## src/rtl/regfile_pkg.sv

```systemverilog
// Shared defaults and word/address types for the multi-port register file.
package regfile_pkg;

    localparam int XLEN_DEF  = 32;
    localparam int NREGS_DEF = 32;
    localparam int NRD_DEF   = 2;
    localparam int NWR_DEF   = 1;
    localparam int AW_DEF    = $clog2(NREGS_DEF);

    typedef logic [AW_DEF-1:0]   reg_addr_t;
    typedef logic [XLEN_DEF-1:0] reg_word_t;

endpackage

```

## src/rtl/regfile_mp_if.sv

```systemverilog
// Register-file access bundle: read ports, write ports, issue port, scoreboard view.
// master drives addresses/writes/issues; slave is the register file.
interface regfile_mp_if
    import regfile_pkg::*;
#(
    parameter int XLEN  = XLEN_DEF,
    parameter int NREGS = NREGS_DEF,
    parameter int NRD   = NRD_DEF,
    parameter int NWR   = NWR_DEF
);
    localparam int AW = $clog2(NREGS);

    logic [NRD-1:0][AW-1:0]   rr;
    logic [NRD-1:0][XLEN-1:0] rdata;
    logic [NRD-1:0]           rbusy;
    logic [NWR-1:0]           wr_en;
    logic [NWR-1:0][AW-1:0]   wrr;
    logic [NWR-1:0][XLEN-1:0] wrdata;
    logic                     iss_en;
    logic [AW-1:0]            iss_rd;
    logic [NREGS-1:0]         busy_vec;

    modport master (
        output rr, wr_en, wrr, wrdata, iss_en, iss_rd,
        input  rdata, rbusy, busy_vec
    );

    modport slave (
        input  rr, wr_en, wrr, wrdata, iss_en, iss_rd,
        output rdata, rbusy, busy_vec
    );

endinterface

```

## src/rtl/regfile_scoreboard.sv

```systemverilog
// Pending-write scoreboard: one busy bit per register, x0 never busy.
// An issue to a register wins over a same-cycle committed write clearing it.
module regfile_scoreboard
    import regfile_pkg::*;
#(
    parameter int NREGS = NREGS_DEF,
    parameter int AW    = $clog2(NREGS)
) (
    input  logic             clk,
    input  logic             rst_n,
    input  logic             i_iss_en,
    input  logic [AW-1:0]    i_iss_rd,
    input  logic [NREGS-1:0] i_clr,
    output logic [NREGS-1:0] o_busy
);

    logic [NREGS-1:0] r_busy;
    logic [NREGS-1:0] w_busy_nxt;

    // Next busy state: committed writes clear, issue sets afterwards so it wins.
    always_comb begin
        w_busy_nxt = r_busy & ~i_clr;
        if (i_iss_en && (i_iss_rd != '0)) begin
            w_busy_nxt[i_iss_rd] = 1'b1;
        end
        w_busy_nxt[0] = 1'b0;
    end

    // Busy bit register with synchronous active-low clear.
    always_ff @(posedge clk) begin
        if (!rst_n) begin
            r_busy <= '0;
        end else begin
            r_busy <= w_busy_nxt;
        end
    end

    assign o_busy = r_busy;

endmodule

```

## src/rtl/regfile_mp.sv

```systemverilog
// Multi-port register file with combinational reads and a pending-write scoreboard.
// x0 is hard-wired to zero. On a same-address double write, the higher port wins.
// Optional macro REGFILE_MP_BYPASS_EN forwards same-cycle write data to the read
// ports and masks rbusy for registers being written (unless also being re-issued).
module regfile_mp
    import regfile_pkg::*;
#(
    parameter int XLEN  = XLEN_DEF,
    parameter int NREGS = NREGS_DEF,
    parameter int NRD   = NRD_DEF,
    parameter int NWR   = NWR_DEF
) (
    input  logic         clk,
    input  logic         rst_n,
    regfile_mp_if.slave  bus
);

    localparam int AW = $clog2(NREGS);

    logic [XLEN-1:0]          r_regs [NREGS];
    logic [NREGS-1:0]         w_wr_hit;
    logic [NREGS-1:0]         w_busy;
    logic [NRD-1:0][XLEN-1:0] w_rdata;
    logic [NRD-1:0]           w_rbusy;

    // One-hot map of registers receiving a committed write this cycle.
    always_comb begin
        w_wr_hit = '0;
        for (int k = 0; k < NWR; k++) begin
            if (bus.wr_en[k] && (bus.wrr[k] != '0)) begin
                w_wr_hit[bus.wrr[k]] = 1'b1;
            end
        end
    end

    // Storage update; later ports are assigned last, so they win on collisions.
    always_ff @(posedge clk) begin
        if (!rst_n) begin
            for (int i = 0; i < NREGS; i++) begin
                r_regs[i] <= '0;
            end
        end else begin
            for (int k = 0; k < NWR; k++) begin
                if (bus.wr_en[k] && (bus.wrr[k] != '0)) begin
                    r_regs[bus.wrr[k]] <= bus.wrdata[k];
                end
            end
        end
    end

    regfile_scoreboard #(
        .NREGS (NREGS),
        .AW    (AW)
    ) u_scoreboard (
        .clk      (clk),
        .rst_n    (rst_n),
        .i_iss_en (bus.iss_en),
        .i_iss_rd (bus.iss_rd),
        .i_clr    (w_wr_hit),
        .o_busy   (w_busy)
    );

    // Read mux per port, with optional write forwarding; x0 always reads zero, not busy.
    always_comb begin
        w_rdata = '0;
        w_rbusy = '0;
        for (int j = 0; j < NRD; j++) begin
            w_rdata[j] = r_regs[bus.rr[j]];
            w_rbusy[j] = w_busy[bus.rr[j]];
`ifdef REGFILE_MP_BYPASS_EN
            for (int k = 0; k < NWR; k++) begin
                if (bus.wr_en[k] && (bus.wrr[k] == bus.rr[j])) begin
                    w_rdata[j] = bus.wrdata[k];
                    w_rbusy[j] = bus.iss_en && (bus.iss_rd == bus.rr[j]);
                end
            end
`endif
            if (bus.rr[j] == '0) begin
                w_rdata[j] = '0;
                w_rbusy[j] = 1'b0;
            end
        end
    end

    assign bus.rdata    = w_rdata;
    assign bus.rbusy    = w_rbusy;
    assign bus.busy_vec = w_busy;

endmodule

```

## src/flat_wrapper.sv

```systemverilog
// flat-port wrapper written by rule: the top's interface ports become plain ports
module regfile_mp_flat import regfile_pkg::*;
#(
    parameter int XLEN  = XLEN_DEF,
    parameter int NREGS = NREGS_DEF,
    parameter int NRD   = NRD_DEF,
    parameter int NWR   = NWR_DEF
)
  (clk, rst_n, bus_rr, bus_wr_en, bus_wrr, bus_wrdata, bus_iss_en, bus_iss_rd, bus_rdata, bus_rbusy, bus_busy_vec);
  regfile_mp_if #(.XLEN(XLEN), .NREGS(NREGS), .NRD(NRD), .NWR(NWR)) bus_i ();
  input  logic clk;
  input  logic rst_n;
  input wire logic [$bits(bus_i.rr)-1:0] bus_rr;
  input wire logic [$bits(bus_i.wr_en)-1:0] bus_wr_en;
  input wire logic [$bits(bus_i.wrr)-1:0] bus_wrr;
  input wire logic [$bits(bus_i.wrdata)-1:0] bus_wrdata;
  input wire logic [$bits(bus_i.iss_en)-1:0] bus_iss_en;
  input wire logic [$bits(bus_i.iss_rd)-1:0] bus_iss_rd;
  output wire logic [$bits(bus_i.rdata)-1:0] bus_rdata;
  output wire logic [$bits(bus_i.rbusy)-1:0] bus_rbusy;
  output wire logic [$bits(bus_i.busy_vec)-1:0] bus_busy_vec;
  assign bus_i.rr = bus_rr;
  assign bus_i.wr_en = bus_wr_en;
  assign bus_i.wrr = bus_wrr;
  assign bus_i.wrdata = bus_wrdata;
  assign bus_i.iss_en = bus_iss_en;
  assign bus_i.iss_rd = bus_iss_rd;
  assign bus_rdata = bus_i.rdata;
  assign bus_rbusy = bus_i.rbusy;
  assign bus_busy_vec = bus_i.busy_vec;
  regfile_mp #(.XLEN(XLEN), .NREGS(NREGS), .NRD(NRD), .NWR(NWR)) u_core (.clk(clk), .rst_n(rst_n), .bus(bus_i));
endmodule
```

## config.mk

```make
export PLATFORM = sky130hd
export DESIGN_NAME = regfile_mp_flat
export DESIGN_NICKNAME = d
export VERILOG_FILES = /design/src/rtl/regfile_pkg.sv /design/src/rtl/regfile_mp_if.sv /design/src/rtl/regfile_scoreboard.sv /design/src/rtl/regfile_mp.sv /design/src/flat_wrapper.sv
export SDC_FILE = /design/constraint.sdc
export NUM_CORES = 2
export LEC_CHECK = 0
export ABC_AREA = 1
export CAP_MARGIN = 30
export CORE_UTILIZATION = 51
export CTS_CLUSTER_SIZE = 10
export DETAILED_ROUTE_END_ITERATION = 12
export PLACE_DENSITY = 0.67
export REMOVE_ABC_BUFFERS = 1
export SETUP_SLACK_MARGIN = 0.4
export SLEW_MARGIN = 5
export SYNTH_ARGS = -nofsm -noshare
export SYNTH_HDL_FRONTEND = slang
export SYNTH_SLANG_ARGS = --single-unit
```

## constraint.sdc

```tcl
create_clock -name clk -period 5 [get_ports clk]
set_clock_uncertainty 0.2 [all_clocks]
set_input_delay 1 -clock clk [delete_from_list [all_inputs] [get_ports clk]]
set_output_delay 1 -clock clk [all_outputs]
set_load 0.01 [all_outputs]
```

# == Yosys cells after proc, flatten, opt, wreduce, memory -nomap -nowiden ==
# Memories as Yosys holds them, arrays and structs flattened.
# Cells that the tools add are included.
# totals
mem_count,1
latch_bits,0
input_bits,56
mem_bits_ro,0
output_inout_bits,98
ff_bits,32
ram_bits,1024
word_cells,42
# mem_list
name,depth,width,rd,rd_clocked_by_memory_dff,write_ports,line_no,text
u_core.r_regs,32,32,2,0,32,regfile_mp.sv:20,logic [XLEN-1:0] r_regs [NREGS];
# op_classes
n_mul,0
n_bitwise,3
n_mux,21
eq_ne,0
magnitude_cmp,6
div_mod_pow,0
add_sub_neg,0
reduce_logical,9
n_shift,0
# ops
op,n
32-bit two-way mux,5
32-bit AND,1
32-bit inverter,1
32-bit OR,1
32-bit OR reduction,1
5-bit by 6-bit < comparator with 1-bit output (second input constant),4
1-bit two-way mux,11
1-bit binary-select mux with 5-bit select,2
1-bit demux with 5-bit select,2
5-bit by 1-bit >= comparator with 1-bit output (second input constant),2
5-bit zero test,2
5-bit nonzero test,2
5-bit two-way mux,1
1-bit logical AND,4

# == Depth between registers and ports, before layout ==
# depth
word_depth,9
depth_mapped,12
mapped_depth_nobuf,9

# == Cells and area by module ==
# Synthesis repeated with hierarchy kept, for this count alone.
# hier_totals
hier_cells,7649
area_unflattened_um2,59196.8
# by_module_without_submodules
mod,area_per_inst_um2,instances,cells_each
regfile_mp,57866.7,1,7440
regfile_scoreboard,1330.0,1,209

# == Least setup slack after synthesis ==
# No wires, ideal clock.
# synth_timing
path_type,input-to-reg
startpoint,input port bus_wrr[3]
endpoint,"memory u_core.r_regs[17][0] (netlist bit), enable pin"
t_arrival_ns,3.878
path_buffers,1
setup_slack_ns,0.454
t_required_ns,4.332
stages,4
cell_sequence,buf_4 -> nor3_2 -> inv_1 -> o21ai_0
# synth_lines
element,line_no,text
"start, declared",flat_wrapper.sv:15,input wire logic [$bits(bus_i.wrr)-1:0] bus_wrr;
"end, declared",regfile_mp.sv:20,

# == Worst setup path in the final report ==
# layout_timing
startpoint,input port bus_rr[5]
endpoint,output port bus_rdata[42]
# layout_via
elab_chain_cells,2
elab_cells_between_ends,3
classes_between,mux (1); reduce/logical (1); memory (1)
# layout_rtl
element,line_no,text
"start, declared",flat_wrapper.sv:13,input wire logic [$bits(bus_i.rr)-1:0] bus_rr;
memory read 32 x 32 bit / 5-bit zero test (equally long branches),--,
32-bit two-way mux *,regfile_mp.sv:78,if (bus.rr[j] == '0) begin
"end, declared",flat_wrapper.sv:19,output wire logic [$bits(bus_i.rdata)-1:0] bus_rdata;
# Mark *: on every way between the ends. The rest lies on a longest branch, timed or not.

==> impl_metrics.yaml <==
synth:
  yosys.area_share.simple_pct: 37.8
  synthTopCellsByCount: "nand2_1, nand3_1, nor2_1"
  yosys_warnings: 0
  synthMuxAreaShare_pct: 0
  synth_xor_area_share_pct: 0
  synth-edff-count: 1024
  syn_area_per_cell_sq_um: 7.84
  synth_area_leaders: "edfxtp_1, nand2_1, nand3_1, nor2_1, buf_2"
  async_reset_ff_share_pct: 0
  synth-adder-area-share_pct: 0
  yosys.area.top_type: "edfxtp_1"
  synth_top_family_by_area: "simple AND/OR/NAND/NOR gates"
  syn_area_sq_um: 58900
  synth_flop_cell: "edfxtp_1"
  synth_cell_types: 33
  ys_seq_area_share_pct: 53.3
  synthCells: 7513
  synth_most_common_cell: "nand2_1"
  synth_seq_cells: 1055
  synth_compound_area_share_pct: 2.47
  synth_top_area_share_pct: 52.2
timing:
  timing.final.crit_share_pct: 94.2
  hold_viol: 0
  fmax_mhz: 212
  relSlewSlack_pct: 25.8
  setup_tns_ns: 0
  holdWs_ns: 0.306
  setup_viol: 0
  grt_setup_unrepaired: "true"
  worst_slew_pin_slew_ns: 1.11
  drv_slew: 0
  fin_crit_ns: 4.71
clock_tree:
  cts_hold_buf: 0
  numCtsBuffers: 120
  clock-sinks: 1055
  cts_buffer_depth: 3
  post_cts_buffers: 0
  clk_pin_slew_worst_paths_ns: 0.06
  htree_levels: 3
  clockRootBuffer: "clkbuf_16"
  clk_latency_ns: 0.73
  cts_tree: "built"
setup_path:
  timing.rr.start: "u_core.u_scoreboard.o_busy[6]$_SDFF_PN0_"
  cp_cell_sequence: "buf_16 -> buf_4 -> nor3_1 -> nand3_2 -> buf_4 -> nand2_1 -> nor2_1 -> clkdlybuf4s50_1"
  start_kind: "primary input"
  max_stage_delay_ns: 0.60
  cpMaxStageDelayCell: "clkdlybuf4s50_1"
  reg2reg_slack_ns: 3.63
  reg2reg_to: "u_core.u_scoreboard.o_busy[6]$_SDFF_PN0_"
  required_ns: 3.80
  r2r_cells: 2
  crit_fanout: 38
  cp.arrival_ns: 3.51
  crit_path_end_kind: "primary output"
  worstSetupPathType: "primary input to primary output"
  crit_path_frequent_cell: "buf_4"
grt:
  grt_max_degree: 131
  grt_pass1_vias: 53000
  antenna_found_initial: 2
  grt_use_total_pct: 39.8
  grt_overflow_total: 0
  grt_pass1_wl_um: 342000
die:
  coreArea_sq_um: 114000
  pin_count: 154
  dieArea_sq_um: 117000
  rows: 124
  die_w_um: 342
  chipHeight_um: 342
  start_util_pct: 51.5
routing:
  ant_nets: 0
  post_drt_wl_per_cell_um: 26.4
  dr.pass1.iters: 10
  routed_wl_um: 238000
  vias: 57000
  drc_errors: 0
  avgViaCountPerCell: 6.31
  drt_iter0_drc: 9948
place:
  port_buffers: 152
  dp_hpwl_um: 138000
  place_congestion: 0.994
power_and_ir_drop:
  p_per_area_nw_per_um2: 332
  peakVddDrop_v: 0.000332
  p_leak_nw: 27.5
  power_mw: 22.1
flow_run:
  max-cap-violations: 0
worst_hold_path:
  hold_start: "u_core.u_scoreboard.o_busy[17]$_SDFF_PN0_"
  hp-class: "flop to flop"
  min_to: "u_core.u_scoreboard.o_busy[17]$_SDFF_PN0_"
  holdPathStages: 2
layout:
  final_nets: 7495
  diodes: 0
  areaGrowthSynthToFinish_pct: 12.9
  layout-drive-gt1-share_pct: 7.02
status:
  status: "complete, no violations"
[metrics by stage]
stage	setup WS (ns)	utilization, %	instance area [sq um]	std cells
global route	0.310	58.1	66400	9030
floorplan	-2.93	-	55600	6888
CTS	0.357	57.9	66200	9025
global placement	0.236	54.5	62400	8813
finish	0.290	58.1	66400	9030
detailed placement	0.248	54.7	62600	8822
[kinds of logic (layout without fill, tap and decap cells)]
group | after synthesis | after routing
DFF | 1055 | 1055
other | 1 | 33
and+or+nand+nor | 5401 | 5401
buffers and inverters | 768 | 741
AOI/OAI and AO/OA | 288 | 288
[how the worst max path moves through the flow]
| stage | start | endpoint | slack, ns | cells past startpoint |
|---|---|---|---|---|
| after floorplan | bus_rr[0] | bus_rdata[0] | -2.93 | 4 |
| after global placement | bus_rr[5] | bus_rdata[56] | 0.24 | 12 |
| after detailed placement | bus_rr[5] | bus_rdata[56] | 0.25 | 12 |
| after CTS | bus_rr[5] | bus_rdata[56] | 0.36 | 12 |
| after global routing | bus_rr[0] | bus_rdata[21] | 0.31 | 12 |
| final | bus_rr[5] | bus_rdata[42] | 0.29 | 8 |
[flip-flops by register name (all words and copies together), names as in the netlist]
signal and count:
u_core.r_regs 1024, u_core.u_scoreboard.o_busy 31
[final cells by class]
type                    count  area, sq um
clock inverters            10         81.3
repair inverters            2         20.0
inverters                 111          495
clock buffers             191         3410
multi-input cells        5722        24100
flip-flops and latches   1055        31400
fillers                 10000        47900
well taps                1512         1890
repair buffers            427         5080
[cells in the final DEF (no fill, tap or decap), types with 14 or more instances in the layout]
master           Yosys  routed
nand2_1           2621    2585
nand3_1           1465    1452
nor2_1            1286    1270
edfxtp_1          1024    1024
buf_4               66     170
o21ai_0            149     147
clkdlybuf4s50_1      0     141
clkbuf_16            0     126
a21oi_1            109     108
inv_1               93      92
buf_12               0      83
clkbuf_1           239      60
nand2_2              1      37
conb_1               1      33
dfxtp_1             31      31
o21ai_1             23      23
buf_16               0      19
nand3_2              2      15
nor2_2               0      14
[power by group]
part	switching (mW)	internal [mW]
sequential	0.258	10.2
combinational	2.39	1.03
clock	3.58	4.64
total	6.23	15.9
[metal layers]
metal,global-route usage (%),routed length (um),vias up
met5,0.204,68,-
met4,26.8,18000,3
met3,11.3,37000,1020
met2,58.0,100000,4966
met1,51.5,82500,26400
li1,-,-,24600
[worst max-delay path, delay by kind of cell]
kind,cells,cell delay (ns)
buffers and inverters,4,1.55
AND/OR/NAND/NOR,4,0.83
[timing repair]
item,in CTS,in global routing
gates resized for setup,10,37
setup endpoints to repair,25,58
cloned,2,4
pin swaps,0,0
(Power assumes the default switching activity.)
